===== src/rtl/div_seq_pkg.sv =====
// Shared widths, RV32M divide funct3 codes and the per-operation context
// carried by the divide sequencer.
package div_seq_pkg;

    localparam int unsigned DATA_WIDTH  = 32;
    localparam int unsigned RADDR_WIDTH = 5;
    localparam int unsigned DIV_CYCLES  = 32;
    localparam int unsigned CNT_WIDTH   = $clog2(DIV_CYCLES);

    localparam logic [2:0] DIV_OP  = 3'b100;
    localparam logic [2:0] DIVU_OP = 3'b101;
    localparam logic [2:0] REM_OP  = 3'b110;
    localparam logic [2:0] REMU_OP = 3'b111;

    localparam logic [RADDR_WIDTH-1:0] ZERO_REG = '0;
    localparam logic [DATA_WIDTH-1:0]  INT_MIN  = {1'b1, {(DATA_WIDTH-1){1'b0}}};

    // Operation context captured when a divide is accepted.
    typedef struct packed {
        logic                   rem_sel;
        logic                   neg_quo;
        logic                   neg_rem;
        logic [RADDR_WIDTH-1:0] waddr;
    } div_ctx_t;

    localparam div_ctx_t CTX_RESET = '{
        rem_sel: 1'b0,
        neg_quo: 1'b0,
        neg_rem: 1'b0,
        waddr:   ZERO_REG
    };

    // Conditional two's-complement negation.
    function automatic logic [DATA_WIDTH-1:0] neg_if(
        input logic                  neg,
        input logic [DATA_WIDTH-1:0] val
    );
        return neg ? DATA_WIDTH'(-val) : val;
    endfunction

endpackage


===== src/rtl/div_step.sv =====
// One restoring-division iteration: shift {rem, quo} left by one, then
// trial-subtract the divisor magnitude and restore on borrow.
module div_step
    import div_seq_pkg::*;
(
    input  logic [DATA_WIDTH:0]   rem,
    input  logic [DATA_WIDTH-1:0] quo,
    input  logic [DATA_WIDTH-1:0] divisor,
    output logic [DATA_WIDTH:0]   rem_next,
    output logic [DATA_WIDTH-1:0] quo_next
);

    localparam int unsigned REM_W   = DATA_WIDTH + 1;
    localparam int unsigned SHIFT_W = DATA_WIDTH + 2;

    logic [SHIFT_W-1:0] shifted;
    logic [SHIFT_W-1:0] diff;
    logic               borrow;

    // Extra top bit turns the difference's MSB into a borrow flag.
    assign shifted = {rem, quo[DATA_WIDTH-1]};
    assign diff    = shifted - SHIFT_W'(divisor);
    assign borrow  = diff[SHIFT_W-1];

    assign rem_next = borrow ? shifted[REM_W-1:0] : diff[REM_W-1:0];
    assign quo_next = {quo[DATA_WIDTH-2:0], ~borrow};

endmodule


===== src/rtl/div_seq.sv =====
// Multi-cycle RV32M DIV/DIVU/REM/REMU sequencer: stalls the pipeline during a
// 32-step restoring division on magnitudes, then pulses one register write.
module div_seq
    import div_seq_pkg::*;
(
    input  logic                   clk_i,
    input  logic                   rst_i,
    input  logic                   start_i,
    input  logic [2:0]             funct3_i,
    input  logic [DATA_WIDTH-1:0]  dividend_i,
    input  logic [DATA_WIDTH-1:0]  divisor_i,
    input  logic [RADDR_WIDTH-1:0] waddr_i,
    input  logic                   flush_i,
    output logic                   stall_req_o,
    output logic                   busy_o,
    output logic [DATA_WIDTH-1:0]  result_o,
    output logic                   result_valid_o,
    output logic                   reg_we_o,
    output logic [RADDR_WIDTH-1:0] reg_waddr_o
);

    typedef enum logic [1:0] {
        ST_IDLE = 2'd0,
        ST_CALC = 2'd1,
        ST_DONE = 2'd2
    } state_e;

    localparam logic [CNT_WIDTH-1:0] CNT_LAST = CNT_WIDTH'(DIV_CYCLES - 1);

    state_e                state_q, state_d;
    logic [CNT_WIDTH-1:0]  cnt_q, cnt_d;
    logic [DATA_WIDTH:0]   rem_q, rem_d, step_rem;
    logic [DATA_WIDTH-1:0] quo_q, quo_d, step_quo;
    logic [DATA_WIDTH-1:0] dvs_q, dvs_d;
    div_ctx_t              ctx_q, ctx_d;

    logic                  op_signed;
    logic                  neg_a, neg_b;
    logic                  div_zero, overflow, accept;
    logic [DATA_WIDTH-1:0] mag_a, mag_b;
    logic [DATA_WIDTH-1:0] quo_fix, rem_fix;

    // Operand decode on the incoming EX-stage instruction.
    assign op_signed = (funct3_i == DIV_OP) || (funct3_i == REM_OP);
    assign neg_a     = op_signed & dividend_i[DATA_WIDTH-1];
    assign neg_b     = op_signed & divisor_i[DATA_WIDTH-1];
    assign mag_a     = neg_if(neg_a, dividend_i);
    assign mag_b     = neg_if(neg_b, divisor_i);
    assign div_zero  = (divisor_i == '0);
    assign overflow  = op_signed && (dividend_i == INT_MIN) && (divisor_i == '1);
    assign accept    = (state_q == ST_IDLE) && start_i && funct3_i[2] && !flush_i;

    div_step u_div_step (
        .rem      (rem_q),
        .quo      (quo_q),
        .divisor  (dvs_q),
        .rem_next (step_rem),
        .quo_next (step_quo)
    );

    // State register.
    always_ff @(posedge clk_i) begin
        if (rst_i) begin
            state_q <= ST_IDLE;
        end else begin
            state_q <= state_d;
        end
    end

    // Datapath registers.
    always_ff @(posedge clk_i) begin
        if (rst_i) begin
            cnt_q <= '0;
            rem_q <= '0;
            quo_q <= '0;
            dvs_q <= '0;
            ctx_q <= CTX_RESET;
        end else begin
            cnt_q <= cnt_d;
            rem_q <= rem_d;
            quo_q <= quo_d;
            dvs_q <= dvs_d;
            ctx_q <= ctx_d;
        end
    end

    // Next-state and datapath update.
    always_comb begin
        state_d = state_q;
        cnt_d   = cnt_q;
        rem_d   = rem_q;
        quo_d   = quo_q;
        dvs_d   = dvs_q;
        ctx_d   = ctx_q;

        case (state_q)
            ST_IDLE: begin
                if (accept) begin
                    ctx_d.rem_sel = funct3_i[1];
                    ctx_d.waddr   = waddr_i;
                    ctx_d.neg_quo = 1'b0;
                    ctx_d.neg_rem = 1'b0;
                    cnt_d         = '0;
                    dvs_d         = mag_b;
                    state_d       = ST_DONE;
                    // Special cases finish immediately with no sign fix-up.
                    if (div_zero) begin
                        quo_d = '1;
                        rem_d = {1'b0, dividend_i};
                    end else if (overflow) begin
                        quo_d = INT_MIN;
                        rem_d = '0;
                    end else begin
                        quo_d         = mag_a;
                        rem_d         = '0;
                        ctx_d.neg_quo = neg_a ^ neg_b;
                        ctx_d.neg_rem = neg_a;
                        state_d       = ST_CALC;
                    end
                end
            end
            ST_CALC: begin
                rem_d = step_rem;
                quo_d = step_quo;
                cnt_d = cnt_q + CNT_WIDTH'(1);
                if (cnt_q == CNT_LAST) begin
                    state_d = ST_DONE;
                end
            end
            ST_DONE: begin
                state_d = ST_IDLE;
            end
            default: begin
                state_d = ST_IDLE;
            end
        endcase

        if (flush_i) begin
            state_d = ST_IDLE;
        end
    end

    // Outputs derive from registered state only; stall is the one combinational path.
    assign quo_fix = neg_if(ctx_q.neg_quo, quo_q);
    assign rem_fix = neg_if(ctx_q.neg_rem, rem_q[DATA_WIDTH-1:0]);

    assign busy_o         = (state_q != ST_IDLE);
    assign stall_req_o    = accept || (state_q == ST_CALC);
    assign result_valid_o = (state_q == ST_DONE);
    assign reg_we_o       = (state_q == ST_DONE);
    assign reg_waddr_o    = (state_q == ST_DONE) ? ctx_q.waddr : ZERO_REG;
    assign result_o       = (state_q != ST_DONE) ? '0
                          : (ctx_q.rem_sel ? rem_fix : quo_fix);

endmodule


===== config.mk =====
export PLATFORM = sky130hd
export DESIGN_NAME = div_seq
export DESIGN_NICKNAME = d
export VERILOG_FILES = /design/src/rtl/div_seq_pkg.sv /design/src/rtl/div_step.sv /design/src/rtl/div_seq.sv
export SDC_FILE = /design/constraint.sdc
export NUM_CORES = 1
export LEC_CHECK = 0
export ABC_CLOCK_PERIOD_IN_PS = 3900
export BUFFER_PORTS_ARGS = -buffer_cell sky130_fd_sc_hd__buf_2
export CELL_PAD_IN_SITES_DETAIL_PLACEMENT = 0
export CELL_PAD_IN_SITES_GLOBAL_PLACEMENT = 1
export CORE_MARGIN = 10
export CORE_UTILIZATION = 44
export DETAILED_ROUTE_END_ITERATION = 8
export PLACE_DENSITY_LB_ADDON = 0.1
export SYNTH_ARGS = -nofsm -noshare
export SYNTH_HDL_FRONTEND = slang
export SYNTH_HIERARCHICAL = 1
export SYNTH_SLANG_ARGS = --single-unit

===== constraint.sdc =====
create_clock -name clk_i -period 3.9 [get_ports clk_i]
set_clock_uncertainty 0.2 [all_clocks]
set_input_delay 0.975 -clock clk_i [delete_from_list [all_inputs] [get_ports clk_i]]
set_output_delay 0.975 -clock clk_i [all_outputs]
set_load 0.005 [all_outputs]

==> results of run 1 <==
==> per-layer routing <==
metal	routed length, um	up-vias
met4	705	2
met1	17370	4997
met5	20	-
met3	3107	42
li1	-	5154
met2	15750	389
==> cell usage in the layout (no fill, tap or decap), types with 7 or more instances in the layout <==
cell / instances
nand2b_1: 15
buf_2: 115
inv_1: 57
o22ai_1: 10
or4_1: 13
o31ai_1: 31
a21o_1: 9
clkbuf_16: 9
nor2_1: 127
a31oi_1: 12
or3_1: 19
a21oi_1: 121
nand2_1: 144
xor2_1: 80
o211ai_1: 7
o21ai_0: 73
a211oi_1: 40
nand3_1: 24
nor3_1: 30
o21a_1: 7
buf_4: 70
or2_2: 8
mux2_2: 16
ha_1: 37
and3_1: 11
nor4_1: 14
o22ai_2: 8
and2_1: 8
dfxtp_1: 103
xnor2_1: 58
o41ai_1: 8
or4_4: 7
nand4_1: 13
a22oi_1: 43
==> synthesized netlist by cell type, types with 34 or more instances <==
| cell type | instances |
|---|---|
| nand2_1 | 144 |
| nor2_1 | 131 |
| a21oi_1 | 121 |
| dfxtp_1 | 112 |
| xor2_1 | 80 |
| o21ai_0 | 74 |
| clkbuf_1 | 69 |
| inv_1 | 59 |
| xnor2_1 | 59 |
| a22oi_1 | 43 |
| a211oi_1 | 42 |
| ha_1 | 39 |
| o31ai_1 | 35 |
| buf_4 | 34 |
==> logic make-up (layout without fill, tap and decap cells) <==
kind of cell	Yosys count	count (layout)	share of synthesized area [%]
AOI/OAI and AO/OA	422	422	27.19
xor gates and xnor gates	139	139	11.89
adders and majority gates	40	40	4.963
buffers and inverters	179	265	8.544
DFF	112	112	21.90
muxes	22	22	2.347
other	0	1	0
and+or+nand+nor	481	481	23.16
==> worst paths after layout <==
kind | from | to | slack [ns] | depth (start not counted)
worst max-delay path | rem_q[10]$_SDFFE_PP0P_ | result_o[30] | -0.02 | 7
worst min-delay path | ctx_q[3]$_SDFFE_PP0P_ | ctx_q[3]$_SDFFE_PP0P_ | 0.26 | 2
worst max register to register | dvs_q[24]$_SDFFE_PP0P_ | rem_q[32]$_SDFFE_PP0P_ | 0.18 | 13
worst min register to register | ctx_q[3]$_SDFFE_PP0P_ | ctx_q[3]$_SDFFE_PP0P_ | 0.26 | 2
==> report_power, final <==
part           switching [uW]  total (uW)  internal [uW]
Sequential               43.7        1220           1180
Clock                     508        1020            515
Combinational             523         894            370
Total                    1070        3140           2070
==> repair_timing <==
item,CTS,global route
resized for setup,28,33
pin swaps,13,14
endpoints found under the setup margin,12,32
setup buffers,7,4
==> through the flow <==
step | cell area, um^2 | util (%)
6_report | 11720 | 51.45
5_1_grt | 11720 | 51.44
4_1_cts | 11560 | 50.73
3_5_place_dp | 11080 | 48.66
3_3_place_gp | 11080 | 48.66
2_1_floorplan | 10240 | -
==> worst min-delay path, cell delays in order (launching register included) <==
cell and delay (ns):
dfxtp_1 0.32, nand2_1 0.05, a21oi_1 0.05
==> sequential cells by signal (all words and copies together) (netlist names) <==
signal   count
cnt_q        5
ctx_q        8
dvs_q       32
quo_q       32
rem_q       33
state_q      2
==> area by class of cell <==
type / count / area (um^2) / share of cell area, %
multi-input cells: 1104 / 7350 / 62.72
inverters: 60 / 227.7 / 1.943
repair buffers: 189 / 1172 / 10.00
clock buffers: 9 / 225.2 / 1.922
well taps: 313 / 391.6 / 3.342
flip-flops and latches: 112 / 2263 / 19.31
clock inverters: 7 / 86.33 / 0.7367
diodes: 1 / 2.502 / 0.02135
==> metrics.yaml, run 1 <==
synth:
  yosysSeqAreaShare_pct: 21.90
  yosysTopAreaCellShare_pct: 21.90
  ys.flop_type: "dfxtp_1"
  async_reset_ff_share_pct: 0
  synth.net_count: 1511
  syn_area_um2: 10240
  syn_inst: 1395
  ys_ff_latch: 112
  yosys_warnings: 6
  synth_area_leaders: "dfxtp_1 (22%), xor2_1 (6.8%), a21oi_1 (5.9%), nand2_1 (5.3%), xnor2_1 (5.0%)"
  avgSynthCellArea_um2: 7.338
  ys_types: 78
  synth_edf_count: 0
  synth_area_leader_cell: "dfxtp_1"
critical_path:
  path_max_fanout: 3
  slowest_stage: "or4_4"
  critPathKind: "flop to output pin"
  crit_arrival_ns: 2.74
  cp_cell_sequence: "or4_4 -> or3_4 -> or4_4 -> nor3_4 -> mux2i_1 -> o211ai_1 -> buf_2"
  start_kind: "flop"
  cp.required_ns: 2.72
  end_kind: "output pin"
  critPathTopFamily: "simple AND/OR/NAND/NOR gates"
  critPathBufInv: 1
  crit_path_max_incr_delay_ns: 0.53
  crit_top_cell: "or4_4"
cells_and_area:
  final-instance-count-excl-fill: 1795
  nets: 1592
  fillCellCount: 2345
  drive_above_1_share_pct: 20.66
  syn2layout_area_growth_pct: 14.48
timing:
  slew_viol_final: 0
  layout_setup_ws_ns: -0.01819
  hold_ws_ns: 0.2555
  tightest_slew_ns: 0.8112
  relSlewSlack_pct: 45.92
  rsz0062_at_grt: "true"
  finalHoldViolCount: 0
  post-route-period-util_pct: 100.5
  finalSetupViolations: 1
  min_period_ns: 3.918
  fmax_ghz: 0.2552
  fin_tns_setup_ns: -0.01819
run:
  drv_cap: 0
power_and_ir_drop:
  vdd_drop_max_mv: 0.1922
  power_leakage_uw: 0.004588
  p_total_uw: 3140
  p_per_area_nw_per_um2: 268.0
global_route:
  globalRouteMet2Util_pct: 34.91
  use_met1_pct: 32.56
  grt_overflow: 0
  grt_antenna_before_repair: 2
  top_usage_layer: "met2"
  grt_max_degree: 66
  grtUsageTotal_pct: 23.43
  grt_pass1_wl_um: 56880
  met3_usage_pct: 6.109
  grt_pass1_vias: 9990
clock_tree:
  insertion_delay_ns: 0.37
  cts_hold_buf: 0
  cts_sinks: 112
  cts_max_level: 3
  clockRootBuffer: "clkbuf_16"
  clockBufferDepth: 2
  cts_buffers: 9
  tritoncts: "done"
  clk_pin_slew_worst_paths_ns: 0.09
placed_design:
  dp_slack_ns: 0.1155
  io_buffers: 116
  hpwlAfterDp_um: 28850
  dp.cells: 1768
  globalplace.congestion: 0.9347
route:
  wire_per_inst_um: 20.59
  vias_per_cell: 5.896
  drtAntennaViolNets: 0
  dr.pass1.iters: 5
  drc: 0
  vias: 10580
  drt_iter0_drc: 1056
  drt_wl_total_um: 36960
die:
  fp.dieW_um: 172.5
  core_um2: 22780
  initial_utilization_pct: 44.94
  die_area_um2: 29760
  die_h_um: 172.5
  io-pin-count: 117
  num_rows: 55
min_path:
  worstHoldPathType: "flop to flop"
run_status:
  violations: "setup timing"
  run_status: "complete, but fails checks"
Power figures use the tool's default switching activity.
==> run 2: changes to the inputs <==
--- a/config.mk
+++ b/config.mk
@@ -11,7 +11,10 @@
 export CELL_PAD_IN_SITES_GLOBAL_PLACEMENT = 1
 export CORE_MARGIN = 10
 export CORE_UTILIZATION = 44
+export CTS_CLUSTER_SIZE = 8
 export DETAILED_ROUTE_END_ITERATION = 8
+export GPL_TIMING_DRIVEN = 0
+export HOLD_SLACK_MARGIN = 0.08
 export PLACE_DENSITY_LB_ADDON = 0.1
 export SYNTH_ARGS = -nofsm -noshare
 export SYNTH_HDL_FRONTEND = slang
==> metrics.yaml, run 2 (synthesized netlist as in run 1, its figures left out) <==
critical_path:
  reg2reg_from: "rem_q[15]$_SDFFE_PP0P_"  # was dvs_q[24]$_SDFFE_PP0P_
  slowest_stage: "or3b_4"  # was or4_4
  rrSetupSlack_ns: 0.07  # was 0.18 ns
  end_kind: "output pin"  # unchanged
  crit_path_max_incr_delay_ns: 0.39  # was 0.53 ns
  crit_arrival_ns: 2.79  # was 2.74 ns
  start_kind: "flop"  # unchanged
  cp.required_ns: 2.72  # about the same
  cp_cell_sequence: "inv_2 -> ha_1 -> or3b_4 -> or2_4 -> or2_4 -> o41a_1 -> xnor2_1 -> o22ai_1 -> buf_2"  # was or4_4 -> or3_4 -> or4_4 -> nor3_4 -> mux2i_1 -> o211ai_1 -> buf_2
  crit_top_cell: "or2_4"  # was or4_4
  r2r-end: "rem_q[15]$_SDFFE_PP0P_"  # was rem_q[32]$_SDFFE_PP0P_
  critPathKind: "flop to output pin"  # unchanged
  path_max_fanout: 6  # was 3
  r2r_cells: 13  # unchanged
route:
  vias_per_cell: 5.966  # was 5.896
  dr.pass1.iters: 5  # unchanged
  drc: 0  # unchanged
  drt_wl_total_um: 39940  # was 36960 um
  vias: 11010  # was 10.58k
  drtAntennaViolNets: 0  # unchanged
  wire_per_inst_um: 21.65  # was 20.59 um
  drt_iter0_drc: 1320  # was 1056
run:
  drv_cap: 0  # unchanged
die:
  num_rows: 55  # unchanged
  core_um2: 22780  # unchanged
  io-pin-count: 117  # unchanged
  die_area_um2: 29760  # unchanged
  initial_utilization_pct: 44.94  # unchanged
  fp.dieW_um: 172.5  # unchanged
  die_h_um: 172.5  # unchanged
run_status:
  run_status: "complete, but fails checks"  # unchanged
  violations: "setup timing"  # unchanged
global_route:
  grtUsageTotal_pct: 25.43  # was 23.43%
  grt_pass1_vias: 10480  # was 9990
  grt_overflow: 0  # unchanged
  grt_max_degree: 21  # was 66
  grt_antenna_before_repair: 0  # was 2
  grt_pass1_wl_um: 60610  # was 56880 um
cells_and_area:
  syn2layout_area_growth_pct: 15.55  # was 14.48%
  top_regs: "rem_q (33), dvs_q (32), quo_q (32)"  # unchanged
  top_register: "rem_q"  # unchanged
  design_area_um2: 11830  # was 11720 um^2
  largest_reg_flops: 33  # unchanged
  layout_common_cells: "nand2_1 (143), nor2_1 (128), buf_2 (121)"  # was nand2_1 (144), nor2_1 (127), a21oi_1 (121)
  n_antenna_cell: 0  # was 1
  drive_above_1_share_pct: 19.45  # was 20.66%
  fillCellCount: 2383  # was 2345
  nets: 1643  # was 1592
  seqCellArea_um2: 2278  # was 2263 um^2
  layout_commonest_cell: "nand2_1"  # unchanged
  multi_input_area_um2: 7302  # was 7350 um^2
clock_tree:
  cts_max_level: 3  # unchanged
  insertion_delay_ns: 0.37  # about the same
  clk_pin_slew_worst_paths_ns: 0.09  # about the same
  clockRootBuffer: "clkbuf_16"  # unchanged
  cts_sinks: 112  # unchanged
  tritoncts: "done"  # unchanged
  cts_buffers: 9  # unchanged
  cts_hold_buf: 0  # unchanged
  clockBufferDepth: 2  # unchanged
placed_design:
  post_dp_cell_area_um2: 11190  # was 11080 um^2
  io_buffers: 113  # was 116
  hpwlAfterDp_um: 32470  # was 28850 um
  dp_slack_ns: -0.2809  # was 0.1155 ns
  globalplace.congestion: 0.9291  # was 0.9347
timing:
  rsz0062_at_grt: "true"  # unchanged
  post-route-period-util_pct: 101.6  # was 100.5%
  fmax_ghz: 0.2524  # was 0.2552 GHz
  relSlewSlack_pct: 42.81  # was 45.92%
  slew_viol_final: 0  # unchanged
  finalHoldViolCount: 0  # unchanged
  tightest_slew_ns: 0.8547  # was 0.8112 ns
  layout_setup_ws_ns: -0.06186  # was -0.01819 ns
  finalSetupViolations: 4  # was 1
  min_period_ns: 3.962  # was 3.918 ns
min_path:
  min_path_cells: 2  # unchanged
  worstHoldPathType: "flop to flop"  # unchanged
  hp-start: "ctx_q[3]$_SDFFE_PP0P_"  # unchanged
  hold_path_end: "ctx_q[3]$_SDFFE_PP0P_"  # unchanged
power_and_ir_drop:
  p_per_area_nw_per_um2: 267.1  # was 268.0 nW/um^2
  vdd_drop_max_mv: 0.1842  # was 0.1922 mV
  power_leakage_uw: 0.004643  # was 0.004588 uW
## run 2: changes by cell type in the layout (fill, tap and decap cells not counted), sizes merged
| cell | change |
|---|---|
| diode | -1 |
| clkinv | +1 |
| clkbuf | +69 |
| inv | -1 |
| buf | -18 |
## run 2: stage by stage
step,hold WS (ns),utilization (%),std cells,TNS (ns),power [uW]
2_1_floorplan,0.2317,-,1395,0,1818
3_3_place_gp,0.2380,49.14,1821,-5.054,2106
3_5_place_dp,0.2439,49.14,1821,-5.547,2108
4_1_cts,0.2565,51.02,1841,-0.1566,3112
5_1_grt,0.2752,51.93,1845,-0.9124,3288
6_report,0.2529,51.93,1845,-0.1718,3159
## run 2: worst max-delay path: cells and delay by family (launching register included)
| kind | cells | cell delay [ns] |
|---|---|---|
| XOR/XNOR | 1 | 0.16 |
| adder cells (fa/ha/maj) | 1 | 0.17 |
| AND/OR/NAND/NOR | 3 | 0.95 |
| AO/OA/AOI/OAI | 2 | 0.53 |
| flip-flops | 1 | 0.38 |
| buffers and inverters | 2 | 0.24 |
## run 2: worst max-delay path by stage
stage	slack, ns	from	cells past startpoint	to
6_report	-0.06	quo_q[1]$_SDFFE_PP0P_	9	result_o[20]
5_1_grt	-0.1	rem_q[12]$_SDFFE_PP0P_	7	result_o[30]
4_1_cts	-0.12	quo_q[0]$_SDFFE_PP0P_	9	result_o[20]
3_5_place_dp	-0.28	rem_q[23]$_SDFFE_PP0P_	12	rem_q[15]$_SDFFE_PP0P_
3_3_place_gp	-0.26	rem_q[23]$_SDFFE_PP0P_	12	rem_q[15]$_SDFFE_PP0P_
2_1_floorplan	0.43	rem_q[10]$_SDFFE_PP0P_	6	result_o[30]
## run 2: final cells by class
type	count	share of cell area, %
sequential	112	19.26
multi-input combinational	1104	61.74
buffer	114	5.448
clock inverter	7	0.7511
tap	313	3.311
clock buffer	9	1.904
timing repair buffer	126	5.607
inverter	60	1.978
## run 2: power by group
| group | switching [uW] | internal [uW] |
|---|---|---|
| Clock | 493 | 514 |
| Combinational | 546 | 371 |
| Sequential | 56.3 | 1180 |
| Total | 1090 | 2060 |
## run 2: per-layer routing
layer	vias up	global-route usage [%]	wire, um
met2	486	38.37	17070
met4	0	7.104	925
met5	-	0	0
li1	5276	-	-
met3	62	6.481	3629
met1	5184	34.85	18320
## run 2: repair_timing
action | 4_1_cts | 5_1_grt
setup buffers | 6 | 7
pin swaps | 8 | 9
setup endpoints to repair | 48 | 52
resized for setup | 31 | 51
==> run 3: changes to the inputs <==
--- a/config.mk
+++ b/config.mk
@@ -5,18 +5,18 @@
 export SDC_FILE = /design/constraint.sdc
 export NUM_CORES = 1
 export LEC_CHECK = 0
+export ABC_AREA = 1
 export ABC_CLOCK_PERIOD_IN_PS = 3900
 export BUFFER_PORTS_ARGS = -buffer_cell sky130_fd_sc_hd__buf_2
 export CELL_PAD_IN_SITES_DETAIL_PLACEMENT = 0
 export CELL_PAD_IN_SITES_GLOBAL_PLACEMENT = 1
 export CORE_MARGIN = 10
-export CORE_UTILIZATION = 44
+export CORE_UTILIZATION = 42
 export CTS_CLUSTER_SIZE = 8
 export DETAILED_ROUTE_END_ITERATION = 8
 export GPL_TIMING_DRIVEN = 0
 export HOLD_SLACK_MARGIN = 0.08
-export PLACE_DENSITY_LB_ADDON = 0.1
+export PLACE_DENSITY = 0.91
 export SYNTH_ARGS = -nofsm -noshare
 export SYNTH_HDL_FRONTEND = slang
-export SYNTH_HIERARCHICAL = 1
 export SYNTH_SLANG_ARGS = --single-unit
==> metrics.yaml, run 3 <==
critical_path:
  start_kind: "primary input"  # was flop
  r2r_cells: 12  # was 13
  crit_path_max_incr_delay_ns: 0.49  # was 0.39 ns
  crit_start: "flush_i"  # was quo_q[1]$_SDFFE_PP0P_
  path_max_fanout: 10  # was 6
  r2r-end: "rem_q[28]$_SDFFE_PP0P_"  # was rem_q[15]$_SDFFE_PP0P_
  crit_end: "stall_req_o"  # was result_o[20]
  cp.required_ns: 2.72  # about the same
  critPathKind: "primary input to output pin"  # was flop to output pin
  end_kind: "output pin"  # unchanged
  crit_arrival_ns: 2.70  # was 2.79 ns
  slowest_stage: "clkbuf_1"  # was or3b_4
  rrSetupSlack_ns: 0.84  # was 0.07 ns
  reg2reg_from: "rem_q[25]$_SDFFE_PP0P_"  # was rem_q[15]$_SDFFE_PP0P_
  cp_cell_sequence: "buf_2 -> inv_1 -> nand4_1 -> inv_1 -> nor2_2 -> inv_2 -> clkbuf_1 -> buf_2"  # was inv_2 -> ha_1 -> or3b_4 -> or2_4 -> or2_4 -> o41a_1 -> xnor2_1 -> o22ai_1 -> buf_2
synth:
  synth_common_cells: "nand2_1 (436), inv_1 (308), nor2_1 (236)"  # was nand2_1 (144), nor2_1 (131), a21oi_1 (121)
  syn_inst: 2030  # was 1395
  async_reset_ff_share_pct: 0  # unchanged
  yosysTopAreaCellShare_pct: 19.62  # was 21.90%
  synth_area_leader_cell: "dfxtp_1"  # unchanged
  synth_edf_count: 0  # unchanged
  syn_area_um2: 11430  # was 10240 um^2
  ys.flop_type: "dfxtp_1"  # unchanged
  avgSynthCellArea_um2: 5.629  # was 7.338 um^2
  ys_ff_latch: 112  # unchanged
  yosysSeqAreaShare_pct: 19.62  # was 21.90%
  ys_types: 44  # was 78
  synth_area_leaders: "dfxtp_1 (20%), nand2_1 (14%), inv_1 (10%), o21ai_0 (8.5%), a21oi_1 (8.1%)"  # was dfxtp_1 (22%), xor2_1 (6.8%), a21oi_1 (5.9%), nand2_1 (5.3%), xnor2_1 (5.0%)
  synth.net_count: 2146  # was 1511
  yosys_warnings: 0  # was 6
  synth_most_common_cell: "nand2_1"  # unchanged
route:
  vias: 14020  # was 11.01k
  drc: 0  # unchanged
  dr.pass1.iters: 6  # was 5
  drt_iter0_drc: 1718  # was 1320
  vias_per_cell: 5.599  # was 5.966
  drtAntennaViolNets: 0  # unchanged
  drt_wl_total_um: 50520  # was 39940 um
  wire_per_inst_um: 20.18  # was 21.65 um
die:
  die_h_um: 184.9  # was 172.5 um
  die_area_um2: 34200  # was 29760 um^2
  num_rows: 60  # was 55
  initial_utilization_pct: 42.52  # was 44.94%
  io-pin-count: 117  # unchanged
  core_um2: 26880  # was 22780 um^2
  fp.dieW_um: 184.9  # was 172.5 um
clock_tree:
  clockBufferDepth: 2  # unchanged
  insertion_delay_ns: 0.37  # about the same
  cts_buffers: 9  # unchanged
  clk_pin_slew_worst_paths_ns: 0.09  # about the same
  cts_hold_buf: 0  # unchanged
  cts_sinks: 112  # unchanged
  clockRootBuffer: "clkbuf_16"  # unchanged
  cts_max_level: 3  # unchanged
  tritoncts: "done"  # unchanged
global_route:
  grt_overflow: 0  # unchanged
  grt_pass1_vias: 12890  # was 10.48k
  grt_antenna_before_repair: 0  # unchanged
  grt_max_degree: 22  # was 21
  grtUsageTotal_pct: 28.90  # was 25.43%
  grt_pass1_wl_um: 75950  # was 60610 um
placed_design:
  dp.cells: 2486  # was 1821
  dp_slack_ns: 0.07820  # was -0.2809 ns
  hpwlAfterDp_um: 42010  # was 32470 um
  io_buffers: 115  # was 113
  globalplace.congestion: 0.9990  # was 0.9291
cells_and_area:
  drive_above_1_share_pct: 9.478  # was 19.45%
  layout_common_cells: "nand2_1 (434), inv_1 (306), nor2_1 (229)"  # was nand2_1 (143), nor2_1 (128), buf_2 (121)
  top_regs: "rem_q (33), dvs_q (32), quo_q (32)"  # unchanged
  final-instance-count-excl-fill: 2504  # was 1845
  layout_commonest_cell: "nand2_1"  # unchanged
  fillCellCount: 2978  # was 2383
  syn2layout_area_growth_pct: 12.19  # was 15.55%
  top_register: "rem_q"  # unchanged
  n_antenna_cell: 0  # unchanged
  nets: 2274  # was 1643
  largest_reg_flops: 33  # unchanged
power_and_ir_drop:
  power_frac_comb_pct: 45.9  # was 29.0%
  p_int_uw: 2278  # was 2064 uW
  pwr-share-seq_pct: 31.1  # was 39.1%
  p_per_area_nw_per_um2: 329.5  # was 267.1 nW/um^2
  clkPwrFrac_pct: 23.0  # was 31.9%
  power_switching_uw: 1947  # was 1095 uW
  vdd_drop_max_mv: 0.2061  # was 0.1842 mV
  power_leakage_uw: 0.006324  # was 0.004643 uW
  swShare_pct: 46.08  # was 34.66%
timing:
  finalHoldViolCount: 0  # unchanged
  finalSetupViolations: 0  # was 4
  relSlewSlack_pct: 48.34  # was 42.81%
  tightest_slew_ns: 0.7750  # was 0.8547 ns
  fin_tns_setup_ns: 0  # was -0.1718 ns
  post-route-period-util_pct: 99.36  # was 101.6%
  hold_ws_ns: 0.2573  # was 0.2529 ns
  slew_viol_final: 0  # unchanged
  layout_setup_ws_ns: 0.02515  # was -0.06186 ns
  min_period_ns: 3.875  # was 3.962 ns
  rsz0062_at_grt: "true"  # unchanged
  fmax_ghz: 0.2581  # was 0.2524 GHz
min_path:
  hp-start: "ctx_q[2]$_SDFFE_PP0P_"  # was ctx_q[3]$_SDFFE_PP0P_
  worstHoldPathType: "flop to flop"  # unchanged
run_status:
  run_status: "finished clean"  # was complete, but fails checks
run:
  drv_cap: 0  # unchanged
[run 3: layer usage]
metal | up-vias | GRT usage [%] | part of all wire [%]
li1 | 6851 | - | -
met1 | 6438 | 40.03 | 44
met2 | 669 | 44.74 | 44
met3 | 63 | 6.054 | 10
met4 | 0 | 6.534 | 2.0
met5 | - | 0 | 0
[run 3: logic make-up after synthesis]
group	count (synthesis)	synth area share, %
simple gates	959	36.14
compound gates	456	21.18
fa+ha+maj	40	4.445
buf+inv	395	13.40
xor+xnor	68	5.212
flops	112	19.62
[run 3: stage by stage]
step | cell area (um^2) | utilization [%] | power [uW]
finish | 12820 | 47.70 | 4224
global route | 12820 | 47.70 | 4502
CTS | 12730 | 47.37 | 4145
detailed placement | 12430 | 46.25 | 3194
global placement | 12430 | 46.25 | 3184
floorplan | 11430 | - | 2606
[run 3: timing repair]
item / in CTS / in global routing
buffers inserted: 0 / 2
resized for setup: 3 / 24
setup endpoints to repair: 4 / 17
pin swaps: 0 / 3
[run 3: worst min path at each step]
stage / end / depth (start not counted) / slack [ns]
floorplan: ctx_q[0]$_SDFFE_PP0P_ / 2 / 0.23
global placement: ctx_q[2]$_SDFFE_PP0P_ / 2 / 0.24
detailed placement: ctx_q[2]$_SDFFE_PP0P_ / 2 / 0.25
CTS: ctx_q[2]$_SDFFE_PP0P_ / 2 / 0.26
global route: ctx_q[1]$_SDFFE_PP0P_ / 2 / 0.28
finish: ctx_q[2]$_SDFFE_PP0P_ / 2 / 0.26
[run 3: worst max-delay path, delay by kind of cell]
family                 cells  cell delay, ns
buffers and inverters      6            1.35
AND/OR/NAND/NOR            2            0.38
[run 3: final cells by class]
class / count / area [um^2] / area share [%]
clock inverters: 7 / 72.57 / 0.5661
repair buffers: 117 / 590.6 / 4.607
flip-flops and latches: 112 / 2242 / 17.49
well taps: 341 / 426.7 / 3.328
plain buffers: 78 / 342.8 / 2.674
multi-input cells: 1523 / 7730 / 60.30
clock buffers: 9 / 225.2 / 1.757
inverters: 317 / 1190 / 9.282
[run 3: power by group through the flow]
stage | logic (uW) | clock network (uW) | registers [uW]
floorplan | 1320 | 0 | 1280
global placement | 1850 | 0 | 1330
detailed placement | 1860 | 0 | 1330
CTS | 1870 | 967 | 1310
global route | 2160 | 1020 | 1320
finish | 1940 | 971 | 1320
